## src/rtl/spi_flash_pkg.sv

```systemverilog
// Shared opcodes, FSM state encoding and helpers for the SPI flash responder.
package spi_flash_pkg;

  // Supported flash opcodes
  localparam logic [7:0] CMD_READ      = 8'h03;
  localparam logic [7:0] CMD_FAST_READ = 8'h0B;
  localparam logic [7:0] CMD_RDID      = 8'h9F;
  localparam logic [7:0] CMD_RDSR      = 8'h05;

  // Number of sclk rises skipped between address and data on FAST READ
  localparam int DUMMY_CYCLES = 8;

  // Responder FSM states (explicit encodings keep waveforms readable)
  typedef enum logic [2:0] {
    ST_IDLE   = 3'd0,
    ST_CMD    = 3'd1,
    ST_ADDR   = 3'd2,
    ST_DUMMY  = 3'd3,
    ST_DATA   = 3'd4,
    ST_ID     = 3'd5,
    ST_STAT   = 3'd6,
    ST_IGNORE = 3'd7
  } spi_flash_state_t;

  // Select byte idx of the 3-byte JEDEC ID, MSB byte first; 0x00 past the end
  function automatic logic [7:0] jedec_byte(input logic [23:0] id,
                                            input logic [1:0]  idx);
    logic [7:0] b;
    case (idx)
      2'd0:    b = id[23:16];
      2'd1:    b = id[15:8];
      2'd2:    b = id[7:0];
      default: b = 8'h00;
    endcase
    return b;
  endfunction

endpackage

```

## src/rtl/spi_sync_edge.sv

```systemverilog
// Multi-flop synchronizer for one asynchronous SPI pin, followed by an edge
// detector producing single-cycle rise/fall pulses in the clk domain.
module spi_sync_edge #(
  parameter int   SYNC_STAGES = 2,
  parameter logic RST_VAL     = 1'b0
) (
  input  logic clk,
  input  logic reset_n,
  input  logic d,
  output logic rise,
  output logic fall
);

  logic [SYNC_STAGES-1:0] sync_q;
  logic                   prev_q;
  logic                   level;

  assign level = sync_q[SYNC_STAGES-1];

  // Shift the raw pin through the synchronizer chain and remember last level
  always_ff @(posedge clk or negedge reset_n) begin
    if (!reset_n) begin
      sync_q <= {SYNC_STAGES{RST_VAL}};
      prev_q <= RST_VAL;
    end else begin
      sync_q <= {sync_q[SYNC_STAGES-2:0], d};
      prev_q <= level;
    end
  end

  assign rise = level & ~prev_q;
  assign fall = ~level & prev_q;

endmodule

```

## src/rtl/spi_flash_responder.sv

```systemverilog
// SPI mode-0 flash slave model: oversamples the master's pins with clk,
// decodes READ / FAST READ / READ ID / READ STATUS and streams bytes from a
// byte-wide backing memory with one cycle of read latency.
//
// state     | meaning
// ----------+-----------------------------------------------------------
// ST_IDLE   | cs_n high, waiting for chip select
// ST_CMD    | shifting in the 8-bit opcode
// ST_ADDR   | shifting in the 24-bit address (low MEM_AW bits kept)
// ST_DUMMY  | FAST READ dummy clocks, mosi ignored
// ST_DATA   | streaming memory bytes, address auto-increments and wraps
// ST_ID     | returning JEDEC ID bytes, then 0x00
// ST_STAT   | returning status 0x00 (never busy, WEL clear)
// ST_IGNORE | unsupported opcode, miso held low until cs_n rises
module spi_flash_responder #(
  parameter int          MEM_AW      = 17,
  parameter logic [23:0] JEDEC_ID    = 24'hEF4017,
  parameter int          SYNC_STAGES = 2
) (
  input  logic              clk,
  input  logic              reset_n,
  input  logic              i_sclk,
  input  logic              i_cs_n,
  input  logic              i_mosi,
  output logic              o_miso,
  output logic              o_mem_rd,
  output logic [MEM_AW-1:0] o_mem_addr,
  input  logic [7:0]        i_mem_rdata,
  output logic              o_busy,
  output logic              o_bad_cmd
);

  import spi_flash_pkg::*;

  localparam logic [MEM_AW-1:0] ADDR_INC = {{(MEM_AW-1){1'b0}}, 1'b1};
  localparam logic [4:0]        DUMMY_LAST = 5'(DUMMY_CYCLES - 1);

  spi_flash_state_t state;

  logic                   sclk_rise;
  logic                   sclk_fall;
  logic                   cs_rise;
  logic                   cs_fall;
  logic [SYNC_STAGES-1:0] mosi_sync;
  logic                   mosi_s;

  logic [4:0]             bit_cnt;
  logic [6:0]             cmd_shift;
  logic [7:0]             opcode;
  logic                   fast;
  logic                   rd_pending;
  logic [7:0]             prefetch;
  logic [6:0]             tx_shift;
  logic [1:0]             id_idx;
  logic [7:0]             next_byte;

  spi_sync_edge #(
    .SYNC_STAGES (SYNC_STAGES),
    .RST_VAL     (1'b0)
  ) u_sclk_sync (
    .clk     (clk),
    .reset_n (reset_n),
    .d       (i_sclk),
    .rise    (sclk_rise),
    .fall    (sclk_fall)
  );

  // cs_n idles high, so its chain resets high to avoid a spurious edge
  spi_sync_edge #(
    .SYNC_STAGES (SYNC_STAGES),
    .RST_VAL     (1'b1)
  ) u_cs_sync (
    .clk     (clk),
    .reset_n (reset_n),
    .d       (i_cs_n),
    .rise    (cs_rise),
    .fall    (cs_fall)
  );

  // mosi gets the same depth as sclk so a sampled bit lines up with its rise
  always_ff @(posedge clk or negedge reset_n) begin
    if (!reset_n) begin
      mosi_sync <= '0;
    end else begin
      mosi_sync <= {mosi_sync[SYNC_STAGES-2:0], i_mosi};
    end
  end

  assign mosi_s = mosi_sync[SYNC_STAGES-1];
  assign opcode = {cmd_shift, mosi_s};

  // Byte presented at the next byte boundary on miso, chosen by state
  always_comb begin
    next_byte = 8'h00;
    case (state)
      ST_DATA: next_byte = prefetch;
      ST_ID:   next_byte = jedec_byte(JEDEC_ID, id_idx);
      default: next_byte = 8'h00;
    endcase
  end

  // Busy follows the synchronized chip select, framed by its edge pulses
  always_ff @(posedge clk or negedge reset_n) begin
    if (!reset_n) begin
      o_busy <= 1'b0;
    end else if (cs_fall) begin
      o_busy <= 1'b1;
    end else if (cs_rise) begin
      o_busy <= 1'b0;
    end
  end

  // Memory read data arrives one cycle after the strobe; park it for the
  // next byte boundary so a sclk fall always finds it ready
  always_ff @(posedge clk or negedge reset_n) begin
    if (!reset_n) begin
      rd_pending <= 1'b0;
      prefetch   <= 8'h00;
    end else begin
      rd_pending <= o_mem_rd;
      if (rd_pending) begin
        prefetch <= i_mem_rdata;
      end
    end
  end

  // Main protocol FSM: command/address shifting, miso serialization, reads
  always_ff @(posedge clk or negedge reset_n) begin
    if (!reset_n) begin
      state      <= ST_IDLE;
      bit_cnt    <= 5'd0;
      cmd_shift  <= 7'd0;
      fast       <= 1'b0;
      tx_shift   <= 7'd0;
      id_idx     <= 2'd0;
      o_miso     <= 1'b0;
      o_mem_rd   <= 1'b0;
      o_mem_addr <= '0;
      o_bad_cmd  <= 1'b0;
    end else begin
      o_mem_rd  <= 1'b0;
      o_bad_cmd <= 1'b0;

      if (cs_rise) begin
        // abort anywhere, partial bits are simply dropped
        state   <= ST_IDLE;
        bit_cnt <= 5'd0;
        o_miso  <= 1'b0;
        fast    <= 1'b0;
        id_idx  <= 2'd0;
      end else if (cs_fall) begin
        // a sclk edge landing in the same cycle is deliberately ignored
        state     <= ST_CMD;
        bit_cnt   <= 5'd0;
        cmd_shift <= 7'd0;
        o_miso    <= 1'b0;
        fast      <= 1'b0;
        id_idx    <= 2'd0;
      end else begin
        case (state)
          ST_CMD: begin
            if (sclk_rise) begin
              cmd_shift <= opcode[6:0];
              if (bit_cnt == 5'd7) begin
                bit_cnt <= 5'd0;
                case (opcode)
                  CMD_READ:      state <= ST_ADDR;
                  CMD_FAST_READ: begin
                    state <= ST_ADDR;
                    fast  <= 1'b1;
                  end
                  CMD_RDID:      state <= ST_ID;
                  CMD_RDSR:      state <= ST_STAT;
                  default: begin
                    state     <= ST_IGNORE;
                    o_bad_cmd <= 1'b1;
                  end
                endcase
              end else begin
                bit_cnt <= bit_cnt + 5'd1;
              end
            end
          end

          ST_ADDR: begin
            if (sclk_rise) begin
              // bits above MEM_AW fall off the top of the register
              o_mem_addr <= {o_mem_addr[MEM_AW-2:0], mosi_s};
              if (bit_cnt == 5'd23) begin
                bit_cnt <= 5'd0;
                if (fast) begin
                  state <= ST_DUMMY;
                end else begin
                  state    <= ST_DATA;
                  o_mem_rd <= 1'b1;
                end
              end else begin
                bit_cnt <= bit_cnt + 5'd1;
              end
            end
          end

          ST_DUMMY: begin
            if (sclk_rise) begin
              if (bit_cnt == DUMMY_LAST) begin
                bit_cnt  <= 5'd0;
                state    <= ST_DATA;
                o_mem_rd <= 1'b1;
              end else begin
                bit_cnt <= bit_cnt + 5'd1;
              end
            end
          end

          ST_DATA, ST_ID, ST_STAT: begin
            if (sclk_fall) begin
              if (bit_cnt == 5'd0) begin
                o_miso   <= next_byte[7];
                tx_shift <= next_byte[6:0];
                if (state == ST_ID && id_idx != 2'd3) begin
                  id_idx <= id_idx + 2'd1;
                end
              end else begin
                o_miso   <= tx_shift[6];
                tx_shift <= {tx_shift[5:0], 1'b0};
              end
            end
            if (sclk_rise) begin
              if (bit_cnt == 5'd7) begin
                bit_cnt <= 5'd0;
                if (state == ST_DATA) begin
                  // address and strobe change together, so the address is
                  // already stable for the whole strobe cycle
                  o_mem_addr <= o_mem_addr + ADDR_INC;
                  o_mem_rd   <= 1'b1;
                end
              end else begin
                bit_cnt <= bit_cnt + 5'd1;
              end
            end
          end

          ST_IGNORE: begin
            o_miso <= 1'b0;
          end

          default: begin
            o_miso <= 1'b0;
          end
        endcase
      end
    end
  end

endmodule

```

## config.mk

```make
export PLATFORM = sky130hd
export DESIGN_NAME = spi_flash_responder
export DESIGN_NICKNAME = d
export VERILOG_FILES = /design/src/rtl/spi_flash_pkg.sv /design/src/rtl/spi_sync_edge.sv /design/src/rtl/spi_flash_responder.sv
export SDC_FILE = /design/constraint.sdc
export NUM_CORES = 1
export LEC_CHECK = 0
export CAP_MARGIN = 5
export CORE_MARGIN = 3
export CORE_UTILIZATION = 57
export DETAILED_ROUTE_END_ITERATION = 12
export GPL_ROUTABILITY_DRIVEN = 0
export PLACE_DENSITY = 0.8
export SETUP_SLACK_MARGIN = 0.05
export SLEW_MARGIN = 10
export SYNTH_ARGS = -nofsm -noshare
export SYNTH_HDL_FRONTEND = slang
export SYNTH_SLANG_ARGS = --single-unit
```

## constraint.sdc

```tcl
create_clock -name clk -period 2.3 [get_ports clk]
set_input_delay 0.23 -clock clk [delete_from_list [all_inputs] [get_ports clk]]
set_output_delay 0.23 -clock clk [all_outputs]
set_load 0.01 [all_outputs]
```

==> run_results.csv <==
group,metric,value,unit
outcome,outcome,"complete, no violations",
clock_tree,cts_max_level,3,
clock_tree,cts_tree,"yes",
final_layout,post_route_cells_drive_above_1_share,0.134,
drt,ant_nets,0,
timing,timing.slew.headroom,0.586,
floorplan,dieArea,7140,sq um
timing,fmaxAchievable,0.470,GHz
global_route,number_of_global_route_vias_before_repair,2988,
floorplan,fp-row-count,27,
timing,final_max_slew_viol_count,0,
floorplan,die_x,84.5,um
worst_setup_path,slowest_delay,530,ps
worst_setup_path,top_fanout_value_on_the_critical_path,8,
synth,yosys_register_bits,63,
synth,synth-warning-count,0,
clock_tree,cts.sink_count,63,
power_and_ir_drop,clock_power_share,0.260,
floorplan,initial_core_utilization,0.612,
worst_setup_path,worstReg2RegStart,"u_cs_sync.prev_q",
power_and_ir_drop,ir_drop,687,uV
worst_setup_path,reg2regPathDepth,7,
flow_run,max-cap-violations,0,
power_and_ir_drop,pwr-share-seq,0.372,
clock_tree,tritoncts.num_buffers,9,
clock_tree,cts.reportedPaths.clkPinSlew,80,ps
min_path,hold_depth,1,
worst_setup_path,worstSetupEndpointType,"register",
synth,yosys.cell_types.count,63,
worst_setup_path,r2r_end,"o_mem_addr[9]",
power_and_ir_drop,cell_internal_pwr,0.00257,W
synth,synth-seq-area-share,0.450,
global_route,grt_antenna_before_repair,0,
drt,post_drt_via_cell_ratio,6.32,
power_and_ir_drop,p_sw_frac,0.385,
timing,timing.final.setup_violations,0,
drt,drc,0,
drt,drtIter0Drc,252,
power_and_ir_drop,power_density,996,nW/um^2
min_path,timing.hold.worst.class,"input port to register",
timing,grt_setup_unrepaired,"no",
min_path,min_delay_worst_endpoint,"u_cs_sync.sync_q[0]",
final_layout,layout-area-overhead-vs-synth,19.3,%
floorplan,core_region_area,5740,sq um
synth,synth-edff-count,0,
global_route,globalRoute.totalOverflow,0,
drt,via_count,3137,
clock_tree,max-clock-path-buffers,2,
global_route,gr-usage-all-layers,0.243,
worst_setup_path,timing.critical_path.arrival,2340,ps
worst_setup_path,criticalPathCategory,"register to register",
worst_setup_path,cp.required,2510,ps
final_layout,design.final.nets,442,
floorplan,dieHeight,84.5,um
placed_design,place_hpwl,5.76,mm
timing,fin_worst_skew,9.27,ps
worst_setup_path,worst-r2r-setup-slack,170,ps
timing,number_of_hold_slack_violations_in_the_final_timing_report,0,
timing,tightestPinTransition,613,ps
worst_setup_path,critical_path_start_type,"register",
drt,routed_len_inst,16.7,um
power_and_ir_drop,pwr-share-comb,0.368,
drt,routed_wl,8.29,mm
power_and_ir_drop,power_leakage,1.76,nW
clock_tree,clockRootBuffer,"clkbuf_8",
power_and_ir_drop,sw_pwr,0.00161,W
timing,final.setup.tns,0,ps
drt,drt_first_pass_iters,5,
clock_tree,clock_latency,350,ps
synth,synthArstFlopShare,1.00,
placed_design,placed_cell_area,3940,sq um
synth,synthesis.area,3510,sq um
synth,synthesis.nets,402,
synth,ys_dominant_reg_cell,"dfrtp_1",
timing,min_period_over_period,0.925,
global_route,grt_start_max_net_pins,27,
global_route,grt_pass1_wl,14.1,mm
synth,postSynthAreaPerCell,9.27,sq um
worst_setup_path,slowest_stage,"dfstp_2",
final_layout,post-route-cell-area,4190,sq um
worst_setup_path,timing.critical_path.cells,"inv_1 -> ha_2 -> buf_4 -> nand4_1 -> o21ai_0 -> a21boi_0 -> a211oi_1",
timing,finalWorstPathRequiredPeriod,2130,ps
synth,synthCells,379,
floorplan,floorplan.io_pins,34,
placed_design,buffer_ports.inserted,33,
final_layout,n_antenna_cell,0,
min_path,holdCritStartpoint,"i_cs_n",
cell usage in the layout, fill, tap and decap left out, types with 3 or more instances in the layout:
master	n
a21oi_1	23
a22o_1	7
a31oi_1	7
a32oi_1	3
and3_1	4
buf_4	18
clkbuf_8	9
clkdlybuf4s50_1	32
dfrtp_1	60
dfstp_2	3
ha_1	9
inv_1	11
mux2_2	9
mux2i_1	7
nand2_1	37
nand2b_1	6
nand3_1	14
nand4_1	4
nor2_1	28
nor2b_1	3
nor3_1	21
nor4_1	6
o211ai_1	3
o21a_1	3
o21ai_0	31
o31ai_1	6
o41ai_1	4
power by group through the flow:
stage	sequential, W	combinational (W)	clock, W
finish	0.00155	0.00154	0.00108
detailed placement	0.00156	0.00149	0
global route	0.00159	0.00170	0.00115
floorplan	0.00152	0.00103	0
global placement	0.00156	0.00144	0
CTS	0.00154	0.00151	0.00109
kinds of logic (layout without fill, tap and decap cells):
| family | Yosys count | after routing | share of synthesized area |
|---|---|---|---|
| adders and majority gates | 10 | 10 | 0.0356 |
| buffers and inverters | 34 | 79 | 0.0445 |
| muxes | 16 | 16 | 0.0488 |
| DFF | 63 | 63 | 0.450 |
| and+or+nand+nor | 146 | 146 | 0.217 |
| AOI/OAI and AO/OA | 110 | 110 | 0.205 |
through the flow:
step | std cells | setup WS, ps | total power [W] | utilization | hold slack (ps)
6_report | 496 | 173 | 0.00417 | 0.730 | 280
5_1_grt | 496 | 58.8 | 0.00444 | 0.730 | 282
4_1_cts | 495 | 94.8 | 0.00415 | 0.727 | 280
3_5_place_dp | 478 | 122 | 0.00305 | 0.686 | 165
3_3_place_gp | 478 | 228 | 0.00300 | 0.686 | 158
2_1_floorplan | 379 | 206 | 0.00255 | - | -65.6
synthesized netlist by cell type (all sizes together) (7+ instances only):
cell type   n  area [sq um]
dfrtp      60          1500
buf        13          77.6
ha         10           125
a31oi       7          43.8
nor3       21           105
clkbuf     10          37.5
nor4        7          58.8
mux2i       7          70.1
inv        11          41.3
a22o        7          61.3
nand3      14          70.1
mux2        9           101
a21oi      23           115
o21ai      32           160
nor2       29           111
nand2      37           139
worst max-delay path by stage:
stage | start | end | slack (ps) | cells past startpoint
2_1_floorplan | u_cs_sync.prev_q | o_bad_cmd | 210 | 6
3_3_place_gp | u_cs_sync.prev_q | bit_cnt[3] | 230 | 7
3_5_place_dp | u_cs_sync.prev_q | bit_cnt[3] | 120 | 7
4_1_cts | u_cs_sync.prev_q | bit_cnt[3] | 90 | 7
5_1_grt | u_cs_sync.prev_q | bit_cnt[2] | 60 | 7
6_report | u_cs_sync.prev_q | o_mem_addr[9] | 170 | 7
worst max-delay path, delay by kind of cell, from the launching register on:
kind | cells | cell delay (ps)
AO/OA/AOI/OAI | 3 | 560
flip-flops | 1 | 530
adder cells (fa/ha/maj) | 1 | 390
AND/OR/NAND/NOR | 1 | 300
buffers and inverters | 2 | 210
routing by layer:
layer / up-vias / global-route usage / part of all wire
met5: - / 0 / 0
met4: 0 / 0.104 / 0.023
met3: 25 / 0.0697 / 0.067
met2: 144 / 0.365 / 0.46
met1: 1481 / 0.331 / 0.45
li1: 1487 / - / -
layout make-up:
type | count | area, sq um
Clock buffer | 10 | 128
Multi-Input combinational cell | 282 | 1790
Tap cell | 72 | 90.1
Inverter | 11 | 41.3
Timing Repair Buffer | 52 | 470
Sequential cell | 63 | 1580
Fill cell | 444 | 1550
Clock inverter | 6 | 93.8
repair_timing:
action                                  CTS  global route
endpoints found under the setup margin    0             6
endpoints found under the hold margin    15             0
gates resized for setup                   0             2
hold buffers                              1             0
buffers inserted                          0             1
registers in the layout (all words and copies together), names as in the netlist:
| signal | flops |
|---|---|
| bit_cnt | 5 |
| mosi_sync | 2 |
| cmd_shift | 7 |
| fast | 1 |
| o_busy | 1 |
| u_sclk_sync.prev_q | 1 |
| u_sclk_sync.sync_q | 2 |
| u_cs_sync.sync_q | 2 |
| o_mem_rd | 1 |
| o_mem_addr | 17 |
| u_cs_sync.prev_q | 1 |
| state | 3 |
| id_idx | 2 |
| o_bad_cmd | 1 |
| tx_shift | 7 |
| rd_pending | 1 |
| o_miso | 1 |
| prefetch | 8 |
Power figures use the tool's default switching activity.
